**src/rtl/uart_pkg.sv**
```systemverilog
// +--------------------------------------------------------------------+
// | Module      : uart_pkg                                             |
// | Description : Shared constants and FSM encoding for the UART       |
// |               transmit feeder (default FIFO geometry, retry        |
// |               interval, handshake state encoding).                 |
// | Revision    : 1.0 - initial release                                |
// +--------------------------------------------------------------------+
`default_nettype none

package uart_pkg;

  // Default FIFO geometry; AW must equal log2(DEPTH).
  localparam int DEFAULT_DEPTH = 16;
  localparam int DEFAULT_AW    = 4;

  // Idle cycles in WAIT_BUSY before the write strobe is repeated.
  localparam int RETRY_CYCLES  = 15;
  localparam int RETRY_W       = 4;

  // Handshake FSM encoding.
  localparam logic [1:0] ST_IDLE      = 2'd0;
  localparam logic [1:0] ST_WAIT_BUSY = 2'd1;
  localparam logic [1:0] ST_WAIT_DONE = 2'd2;

  typedef enum logic [1:0] {
    IDLE      = ST_IDLE,
    WAIT_BUSY = ST_WAIT_BUSY,
    WAIT_DONE = ST_WAIT_DONE
  } tx_state_e;

endpackage

`default_nettype wire

```
**src/rtl/uart_tx_feeder_if.sv**
```systemverilog
// +--------------------------------------------------------------------+
// | Module      : uart_tx_feeder_if                                    |
// | Description : Handshake bundle between the feeder and the UART     |
// |               transmitter. The feeder is the master (drives data,  |
// |               strobe and enable); the transmitter returns busy.    |
// | Revision    : 1.0 - initial release                                |
// +--------------------------------------------------------------------+
`default_nettype none

interface uart_tx_feeder_if;
  logic [7:0] Tx_DATA;
  logic       Tx_WR;
  logic       Tx_EN;
  logic       Tx_BUSY;

  modport master (
    output Tx_DATA,
    output Tx_WR,
    output Tx_EN,
    input  Tx_BUSY
  );

  modport slave (
    input  Tx_DATA,
    input  Tx_WR,
    input  Tx_EN,
    output Tx_BUSY
  );
endinterface

`default_nettype wire

```
**src/rtl/uart_fifo_core.sv**
```systemverilog
// +--------------------------------------------------------------------+
// | Module      : uart_fifo_core                                       |
// | Description : Byte FIFO with registered count/full/empty. A push   |
// |               is judged against the registered full flag, so a     |
// |               push on a pop edge while full is still dropped.      |
// |               Macro UART_TX_FEEDER_OVERFLOW_EN adds a sticky       |
// |               overflow flag; otherwise overflow is tied low.       |
// | Revision    : 1.0 - initial release                                |
// +--------------------------------------------------------------------+
`default_nettype none

module uart_fifo_core
  import uart_pkg::*;
#(
  parameter int DEPTH = DEFAULT_DEPTH,
  parameter int AW    = DEFAULT_AW
) (
  input  logic          clk,
  input  logic          reset,
  input  logic [7:0]    wr_data,
  input  logic          wr_en,
  input  logic          rd_en,
  output logic [7:0]    rd_data,
  output logic          full,
  output logic          empty,
  output logic [AW:0]   count,
  output logic          overflow
);

  localparam int CW = AW + 1;

  logic [7:0]    mem_q [DEPTH];
  logic [AW-1:0] wr_ptr_q, wr_ptr_d;
  logic [AW-1:0] rd_ptr_q, rd_ptr_d;
  logic [AW:0]   count_q, count_d;
  logic          full_q, full_d;
  logic          empty_q, empty_d;
  logic          push;
  logic          pop;

  // Accept/pop decisions and next pointer/occupancy values.
  always_comb begin
    push     = wr_en && !full_q;
    pop      = rd_en && !empty_q;
    wr_ptr_d = push ? wr_ptr_q + AW'(1) : wr_ptr_q;
    rd_ptr_d = pop  ? rd_ptr_q + AW'(1) : rd_ptr_q;
    count_d  = count_q + CW'(push) - CW'(pop);
    full_d   = (count_d == CW'(DEPTH));
    empty_d  = (count_d == '0);
  end

  // Storage needs no reset: the pointers define which entries are valid.
  always_ff @(posedge clk) begin
    if (push) begin
      mem_q[wr_ptr_q] <= wr_data;
    end
  end

  // Pointer and status registers.
  always_ff @(posedge clk or posedge reset) begin
    if (reset) begin
      wr_ptr_q <= '0;
      rd_ptr_q <= '0;
      count_q  <= '0;
      full_q   <= 1'b0;
      empty_q  <= 1'b1;
    end else begin
      wr_ptr_q <= wr_ptr_d;
      rd_ptr_q <= rd_ptr_d;
      count_q  <= count_d;
      full_q   <= full_d;
      empty_q  <= empty_d;
    end
  end

  assign rd_data = mem_q[rd_ptr_q];
  assign full    = full_q;
  assign empty   = empty_q;
  assign count   = count_q;

`ifdef UART_TX_FEEDER_OVERFLOW_EN
  logic overflow_q, overflow_d;

  // Sticky: any push attempted while full sets it until reset.
  always_comb begin
    overflow_d = overflow_q | (wr_en & full_q);
  end

  // Overflow flag register.
  always_ff @(posedge clk or posedge reset) begin
    if (reset) begin
      overflow_q <= 1'b0;
    end else begin
      overflow_q <= overflow_d;
    end
  end

  assign overflow = overflow_q;
`else
  assign overflow = 1'b0;
`endif

endmodule

`default_nettype wire

```
**src/rtl/uart_tx_feeder.sv**
```systemverilog
// +--------------------------------------------------------------------+
// | Module      : uart_tx_feeder                                       |
// | Description : Buffers bytes and hands them one at a time to the    |
// |               UART transmitter with a one-cycle write strobe,      |
// |               holding the byte until busy has risen and fallen.    |
// |               The strobe is repeated every 16 cycles while the     |
// |               transmitter fails to raise busy.                     |
// |               Macro UART_TX_FEEDER_OVERFLOW_EN enables the sticky  |
// |               overflow flag (inside uart_fifo_core).               |
// | Revision    : 1.0 - initial release                                |
// +--------------------------------------------------------------------+
`default_nettype none

module uart_tx_feeder
  import uart_pkg::*;
#(
  parameter int DEPTH = DEFAULT_DEPTH,
  parameter int AW    = DEFAULT_AW
) (
  input  logic            clk,
  input  logic            reset,
  input  logic [7:0]      wr_data,
  input  logic            wr_en,
  input  logic            tx_enable,
  output logic            full,
  output logic            empty,
  output logic [AW:0]     count,
  output logic            overflow,
  uart_tx_feeder_if.master tx_if
);

  tx_state_e          state_q, state_d;
  logic [7:0]         tx_data_q, tx_data_d;
  logic               tx_wr_q, tx_wr_d;
  logic               tx_en_q, tx_en_d;
  logic [RETRY_W-1:0] retry_q, retry_d;
  logic               pop;
  logic [7:0]         head_data;

  uart_fifo_core #(
    .DEPTH (DEPTH),
    .AW    (AW)
  ) u_fifo (
    .clk      (clk),
    .reset    (reset),
    .wr_data  (wr_data),
    .wr_en    (wr_en),
    .rd_en    (pop),
    .rd_data  (head_data),
    .full     (full),
    .empty    (empty),
    .count    (count),
    .overflow (overflow)
  );

  // Handshake sequencing: launch from IDLE, wait for busy to rise (with
  // periodic re-strobe), then wait for it to fall. Tx_DATA only changes
  // on a launch, so it stays stable for the whole frame.
  always_comb begin
    state_d   = state_q;
    tx_data_d = tx_data_q;
    tx_wr_d   = 1'b0;
    tx_en_d   = tx_enable;
    retry_d   = retry_q;
    pop       = 1'b0;
    case (state_q)
      IDLE: begin
        if (!empty && tx_en_q && !tx_if.Tx_BUSY) begin
          tx_data_d = head_data;
          tx_wr_d   = 1'b1;
          pop       = 1'b1;
          retry_d   = '0;
          state_d   = WAIT_BUSY;
        end
      end
      WAIT_BUSY: begin
        if (tx_if.Tx_BUSY) begin
          state_d = WAIT_DONE;
        end else if (retry_q == RETRY_W'(RETRY_CYCLES)) begin
          tx_wr_d = 1'b1;
          retry_d = '0;
        end else begin
          retry_d = retry_q + RETRY_W'(1);
        end
      end
      WAIT_DONE: begin
        if (!tx_if.Tx_BUSY) begin
          state_d = IDLE;
        end
      end
      default: begin
        state_d = IDLE;
      end
    endcase
  end

  // State and transmitter-facing output registers.
  always_ff @(posedge clk or posedge reset) begin
    if (reset) begin
      state_q   <= IDLE;
      tx_data_q <= 8'h00;
      tx_wr_q   <= 1'b0;
      tx_en_q   <= 1'b0;
      retry_q   <= '0;
    end else begin
      state_q   <= state_d;
      tx_data_q <= tx_data_d;
      tx_wr_q   <= tx_wr_d;
      tx_en_q   <= tx_en_d;
      retry_q   <= retry_d;
    end
  end

  assign tx_if.Tx_DATA = tx_data_q;
  assign tx_if.Tx_WR   = tx_wr_q;
  assign tx_if.Tx_EN   = tx_en_q;

endmodule

`default_nettype wire

```
**src/flat_wrapper.sv**
```systemverilog
// flat-port wrapper written by rule: the top's interface ports become plain ports
module uart_tx_feeder_flat import uart_pkg::*;
#(
  parameter int DEPTH = DEFAULT_DEPTH,
  parameter int AW    = DEFAULT_AW
)
  (clk, reset, wr_data, wr_en, tx_enable, full, empty, count, overflow, tx_if_Tx_DATA, tx_if_Tx_WR, tx_if_Tx_EN, tx_if_Tx_BUSY);
  uart_tx_feeder_if tx_if_i ();
  input  logic clk;
  input  logic reset;
  input  logic [7:0] wr_data;
  input  logic wr_en;
  input  logic tx_enable;
  output logic full;
  output logic empty;
  output logic [AW:0] count;
  output logic overflow;
  output wire logic [$bits(tx_if_i.Tx_DATA)-1:0] tx_if_Tx_DATA;
  output wire logic [$bits(tx_if_i.Tx_WR)-1:0] tx_if_Tx_WR;
  output wire logic [$bits(tx_if_i.Tx_EN)-1:0] tx_if_Tx_EN;
  input wire logic [$bits(tx_if_i.Tx_BUSY)-1:0] tx_if_Tx_BUSY;
  assign tx_if_Tx_DATA = tx_if_i.Tx_DATA;
  assign tx_if_Tx_WR = tx_if_i.Tx_WR;
  assign tx_if_Tx_EN = tx_if_i.Tx_EN;
  assign tx_if_i.Tx_BUSY = tx_if_Tx_BUSY;
  uart_tx_feeder #(.DEPTH(DEPTH), .AW(AW)) u_core (.clk(clk), .reset(reset), .wr_data(wr_data), .wr_en(wr_en), .tx_enable(tx_enable), .full(full), .empty(empty), .count(count), .overflow(overflow), .tx_if(tx_if_i));
endmodule
```
**config.mk**
```make
export PLATFORM = sky130hd
export DESIGN_NAME = uart_tx_feeder_flat
export DESIGN_NICKNAME = d
export VERILOG_FILES = /design/src/rtl/uart_pkg.sv /design/src/rtl/uart_tx_feeder_if.sv /design/src/rtl/uart_fifo_core.sv /design/src/rtl/uart_tx_feeder.sv /design/src/flat_wrapper.sv
export SDC_FILE = /design/constraint.sdc
export NUM_CORES = 1
export LEC_CHECK = 0
export ABC_AREA = 1
export BUFFER_PORTS_ARGS = -buffer_cell sky130_fd_sc_hd__buf_2
export CELL_PAD_IN_SITES_DETAIL_PLACEMENT = 2
export CELL_PAD_IN_SITES_GLOBAL_PLACEMENT = 2
export CORE_UTILIZATION = 43
export CTS_CLUSTER_SIZE = 28
export DETAILED_ROUTE_END_ITERATION = 12
export HOLD_SLACK_MARGIN = 0.1
export PLACE_DENSITY_LB_ADDON = 0.1
export SYNTH_ARGS = -nofsm -noshare
export SYNTH_HDL_FRONTEND = slang
export SYNTH_SLANG_ARGS = --single-unit
```
**constraint.sdc**
```tcl
create_clock -name clk -period 4.2 [get_ports clk]
set_input_delay 0.21 -clock clk [delete_from_list [all_inputs] [get_ports clk]]
set_output_delay 0.21 -clock clk [all_outputs]
set_load 0.02 [all_outputs]
```
# After elaboration in Yosys (flattened, before gate mapping)
# Memory sizes are Yosys's and may differ from the RTL's. A register that Yosys moved wholly into a read port is not among the register bits.
# Cells that the tools add are included.
[totals]
ramBits = 128
reg_bits = 23
output_inout_bits = 18
mem_count = 1
in_bits = 13
[mem_list]
columns = ["name", "depth", "width", "read_ports", "rd_ports_with_merged_regs", "write_ports", "line", "source"]
rows = [
  ["u_core.u_fifo.mem_q", 16, 8, 1, 1, 1, "uart_fifo_core.sv:32", "logic [7:0] mem_q [DEPTH];"],
]
[op_classes]
eq_ne = 8
n_addsub = 5
mux = 15
reduce_logical = 13
[op_table]
columns = ["op", "count"]
rows = [
  ["4-bit by 1-bit adder with 4-bit output, second input constant", 3],
  ["4-bit 2-to-1 mux", 3],
  ["4-bit case mux with 2 select lines", 1],
  ["1-bit 2-to-1 mux", 6],
  ["2-bit 2-to-1 mux", 3],
  ["2-bit inequality test, second input constant", 3],
  ["2-bit case mux with 3 select lines", 1],
  ["3-bit AND reduction", 2],
  ["5-bit by 1-bit adder with 5-bit output", 1],
  ["5-bit == test, second input constant", 1],
  ["5-bit zero test", 1],
  ["5-bit by 1-bit subtractor with 5-bit output", 1],
  ["4-bit == test, second input constant", 1],
  ["1-bit logical AND", 4],
  ["1-bit zero test", 3],
  ["2-bit by 1-bit == test with 1-bit output, second input constant", 1],
  ["2-bit == test, second input constant", 1],
  ["2-bit zero test", 1],
  ["2-bit by 1-bit inequality test with 1-bit output, second input constant", 1],
  ["1-bit case mux with 2 select lines", 1],
  ["2-bit AND reduction", 1],
  ["2-bit nonzero test", 1],
]

# Logic depth before layout (Yosys ltp)
[logic_depth]
ltp_word = 8
mapped_depth = 13
ltp_nobuf = 12

# Cells and area by module
# From an unflattened synthesis, not the netlist that was laid out.
[unflattened]
cells_unflattened = 699
area_unflattened_um2 = 7173.1
[modules_own_cells]
columns = ["module", "area_each_um2", "cells_each", "seq_area_each_um2", "n_inst"]
rows = [
  ["uart_fifo_core", 6441.2, 618, 4220.3, 1],
  ["uart_tx_feeder", 732.0, 81, 400.4, 1],
]

# Least setup slack after synthesis
# OpenSTA, ideal clock, no wires.
[synth_path]
kind = "register to register"
from = "register u_core.u_fifo.empty_q (netlist: u_core.u_fifo.empty)"
to = "register u_core.u_fifo.empty_q (netlist: u_core.u_fifo.empty)"
setup_ps = 67
required_time_ps = 4133
stages_incl_launch_ff = 14
arrival_ps = 2397
path_slack_ps = 1736
cell_sequence = "dfstp_2 nor2_1 nand3_1 inv_1 buf_2 ha_1 inv_1 ha_1 inv_1 fa_1 o21ai_0 xor2_1 inv_1 nor2_1"
[synth_via]
elab_chain_cells = 8
[synth_rtl]
columns = ["element", "line", "source"]
rows = [
  ["start, declared", "uart_fifo_core.sv:37", "logic empty_q, empty_d;"],
  ["start signal, assigned", "uart_fifo_core.sv:72", "empty_q <= empty_d;"],
  ["1-bit zero test *", "uart_fifo_core.sv:44, uart_tx_feeder.sv:68", ""],
  ["1-bit logical AND (2 in series)", "uart_tx_feeder.sv:68", "if (!empty && tx_en_q && !tx_if.Tx_BUSY) begin"],
  ["1-bit 2-to-1 mux", "uart_tx_feeder.sv:68", ""],
  ["1-bit 2-to-1 mux", "uart_tx_feeder.sv:66", "case (state_q)"],
  ["1-bit logical AND *", "uart_fifo_core.sv:44", "pop = rd_en && !empty_q;"],
  ["named net u_core.u_fifo.pop", "uart_fifo_core.sv:39", "logic pop;"],
  ["5-bit by 1-bit subtractor with 5-bit output *", "uart_fifo_core.sv:47", "count_d = count_q + CW'(push) - CW'(pop);"],
  ["named net u_core.u_fifo.count_d[4]", "uart_fifo_core.sv:35", "logic [AW:0] count_q, count_d;"],
  ["5-bit zero test *", "uart_fifo_core.sv:49", "empty_d = (count_d == '0);"],
  ["named net u_core.u_fifo.empty_d", "uart_fifo_core.sv:37", ""],
]
# Mark *: on every way through the listed nets, which the timed path passes. The rest lies on a longest branch.
# A chain may end at the register's enable or synchronous reset.

# Worst setup path in the final report
[layout_path]
from = "input port tx_if_Tx_BUSY"
to = "register u_core.u_fifo.empty_q (netlist: u_core.u_fifo.empty)"
[layout_via]
elab_chain_cells = 7
[layout_rtl]
columns = ["element", "line", "source"]
rows = [
  ["start, declared", "flat_wrapper.sv:21", "input wire logic [$bits(tx_if_i.Tx_BUSY)-1:0] tx_if_Tx_BUSY;"],
  ["1-bit zero test", "uart_tx_feeder.sv:68", ""],
  ["1-bit logical AND", "uart_tx_feeder.sv:68", ""],
  ["1-bit 2-to-1 mux", "uart_tx_feeder.sv:68", ""],
  ["1-bit 2-to-1 mux", "uart_tx_feeder.sv:66", ""],
  ["1-bit logical AND", "uart_fifo_core.sv:44", ""],
  ["5-bit by 1-bit subtractor with 5-bit output", "uart_fifo_core.sv:47", ""],
  ["named net u_core.u_fifo.count_d[4]", "uart_fifo_core.sv:35", ""],
  ["5-bit zero test", "uart_fifo_core.sv:49", ""],
  ["named net u_core.u_fifo.empty_d", "uart_fifo_core.sv:37", ""],
]
# The timed path passes the listed nets, and every way through them passes these cells.

==> impl_metrics.ini <==
[synthesis]
async_flop_share_pct = 19.50
syn_area_per_cell_um2 = 10.19
synth_cells = 688
synth_area_um2 = 7009
synth-edff-count = 128
yosysTopAreaCell = edfxtp_1
syn_nets = 713
synth_top_cell_area_share_pct = 54.84
ys_seq_area_share_pct = 65.92
netlist_top_cells_area = edfxtp_1 55%, nand2_1 11%, dfrtp_1 11%, nand3_1 7.1%, inv_1 6.5%
yosysUniqueCellTypes = 24
yosys-top-cells-count = 211 x nand2_1, 128 x edfxtp_1, 121 x inv_1
ys.warnings.count = 0
yosys_register_bits = 159
synth_most_common_cell = nand2_1
synth_flop_cell = edfxtp_1

[critical_path]
cp_cell_sequence = dlygate4sd3_1 > buf_2 > nor2_1 > nand3_1 > inv_1 > ha_1 > inv_1 > ha_1 > inv_1 > fa_1 > o21ai_0 > xor2_1 > inv_1 > nor2_1
rr_endpoint = u_core.u_fifo.empty
path_class = input port to register
crit_fanout = 13
r2r_cells = 12
r2r_slack_ps = 960
cpPeakStageDelay_ps = 520
cpMostUsedCell = inv_1
path_buf_inv = 6
arrival_ps = 3620
worstReg2RegStart = u_core.state_q[0]
crit_path_start_kind = input port
critPathCaptureType = register
critPathTopFamily = buffers and inverters
crit_required_ps = 4560
slowest_stage = dlygate4sd3_1

[floorplan]
ioPinCount = 31
dieArea_um2 = 16820
die-width_um = 129.7
die_h_um = 129.7
rows = 46
start_util_pct = 44.12
core_area_um2 = 15890

[clock_tree]
clk_pin_slew_ps = 60
postCtsSetupRepairBufs = 0
root_buffer = clkbuf_16
cts_resized = 0
htree_levels = 4
clk_latency_ps = 430
cts_tree = done
clock_path_buffers = 2
numCtsBuffers = 17
numClockSinks = 159

[hold_path]
hold_depth = 1
hold_class = input port to register
hold_end = u_core.u_fifo.mem_q[10][5]
hp-start = wr_data[5]

[global_route]
grt_pass1_vias = 5299
grt_pass1_wl_um = 31040
antenna_found_initial = 0
overflow = 0
grt_start_max_net_pins = 67
track_usage_pct = 26.68

[pwr]
p_comb_share_pct = 35.7
p_sw_w = 0.002299
total_power_w = 0.005857
leakage_nw = 3.530
p_clk_share_pct = 27.9
sequentialPowerShare_pct = 36.5
p_sw_share_pct = 39.24
max-vdd-ir-drop_mv = 0.4069
power.density_nw_per_um2 = 738.9
internal-power_w = 0.003559

[drt]
via_count = 4851
antenna_left = 0
wl_um = 20620
routed_via_density = 5.128
wl_per_cell_um = 21.79
drc = 0
drt_iter0_drc = 311
dr.pass1.iters = 4

[placement]
gp_congestion = 0.7837
portBuffers = 29
hpwl_um = 13080

[timing]
report.final.slew_viol_count = 0
fmax_mhz = 306.3
relSlewSlack_pct = 25.64
finalSetupViolations = 0
hold_violations = 0
fin_crit_sh_pct = 77.75
setup-tns-final_ps = 0
period_needed_ps = 3265
worst_pin_slew_ps = 1114
clock_skew_ps = 7.847
rsz0062_at_grt = no

[finish]
nNetsFinal = 742
synthToLayoutAreaGrowth_pct = 13.10
diodes = 0
drive_gt1_share_pct = 9.315
fillCellCount = 1680

[run_status]
status = finished, final reports clean

[flow_run]
maxCapViolCount = 0
[routing by layer]
layer	up-vias	wire, um	global-route usage, %
li1	2245	-	-
met1	2471	8375	32.15
met2	97	10720	46.24
met3	38	884	5.244
met4	0	638	12.18
met5	-	0	0
[flip-flops by register name, indices dropped and copies added (netlist names)]
signal and cells:
u_core.u_fifo.count 5, u_core.u_fifo.mem_q 128, u_core.tx_if.Tx_EN 1, u_core.u_fifo.empty 1, u_core.tx_if.Tx_WR 1, u_core.u_fifo.wr_ptr_q 4, u_core.state_q 2, u_core.tx_if.Tx_DATA 8
u_core.retry_q 4, u_core.u_fifo.full 1, u_core.u_fifo.rd_ptr_q 4
[power groups by stage]
stage | clock network [W] | registers (W) | logic, W
2_1_floorplan | 0 | 0.00220 | 0.00133
3_3_place_gp | 0 | 0.00214 | 0.00191
3_5_place_dp | 0 | 0.00216 | 0.00205
4_1_cts | 0.00165 | 0.00214 | 0.00212
5_1_grt | 0.00170 | 0.00216 | 0.00231
6_report | 0.00163 | 0.00214 | 0.00209
[final cells by class]
class	count	area, um^2	share of cell area (%)
flip-flops and latches	159	4622	58.30
multi-input cells	377	1733	21.86
inverters	124	465.4	5.871
clock buffers	22	454.2	5.729
well taps	216	270.3	3.409
repair buffers	38	220.2	2.778
clock inverters	10	162.7	2.052
[worst reg2reg max path: stages (launching register included)]
cell and delay (ps):
dfrtp_1 410, nor2_1 120, nand3_1 380, inv_1 480
ha_1 320, inv_1 80, ha_1 180, inv_1 60
fa_1 420, o21ai_0 260, xor2_1 250, inv_1 90
nor2_1 110
[layout by cell type (no fill, tap or decap)]
cell and count:
xnor2_1 1, ha_1 11, nor2_1 24, o21ai_0 7, dfrtp_2 1, conb_1 1
a21oi_1 6, clkinvlp_4 2, clkinv_2 2, nand2_1 211, nand3_1 99, clkinv_1 2
dfrtp_1 29, fa_1 1, clkbuf_16 17, edfxtp_1 128, clkbuf_1 4, clkbuf_8 1
nand2_2 1, nor3_1 2, xor2_1 9, inv_2 1, buf_2 29, dlygate4sd3_1 3
inv_1 121, nor2_2 1, buf_4 6, clkinv_4 2, bufinv_16 4, dfstp_2 1
nand4_1 3
[cell families (layout without fill, tap and decap cells)]
| logic type | Yosys count | in the layout | share of synthesized area, % |
|---|---|---|---|
| flip-flops | 159 | 159 | 65.92 |
| buffers and inverters | 152 | 194 | 9.354 |
| AND/OR/NAND/NOR | 341 | 341 | 20.24 |
| adder cells (fa/ha/maj) | 12 | 12 | 2.249 |
| XOR/XNOR | 10 | 10 | 1.250 |
| other | 1 | 1 | 0.05350 |
| AO/OA/AOI/OAI | 13 | 13 | 0.9282 |
[worst max path at each step]
stage | from | end | slack, ps | depth (start not counted)
floorplan | u_core.u_fifo.empty | u_core.u_fifo.empty | 1740 | 13
global route | u_core.state_q[1] | u_core.u_fifo.empty | 660 | 12
finish | tx_if_Tx_BUSY | u_core.u_fifo.empty | 930 | 14
detailed placement | u_core.state_q[0] | u_core.u_fifo.empty | 1080 | 12
CTS | tx_if_Tx_BUSY | u_core.u_fifo.empty | 910 | 14
global placement | u_core.u_fifo.empty | u_core.u_fifo.empty | 1310 | 12
[what timing repair did]
action	CTS	global route
hold buffers	3	0
hold endpoints to repair	32	0
setup endpoints to repair	0	0
[stage by stage]
stage / hold slack, ps / setup WS (ps) / std cells / utilization [%] / area [um^2]
global route: 205.9 / 659.3 / 946 / 49.91 / 7928
global placement: 315.7 / 1309 / 911 / 45.83 / 7281
detailed placement: 320.9 / 1082 / 911 / 45.83 / 7281
floorplan: 241.4 / 1736 / 688 / - / 7009
finish: 199.7 / 934.7 / 946 / 49.91 / 7928
CTS: 189.8 / 914.5 / 946 / 49.91 / 7928
No activity file was read; power rests on OpenSTA's default activity.
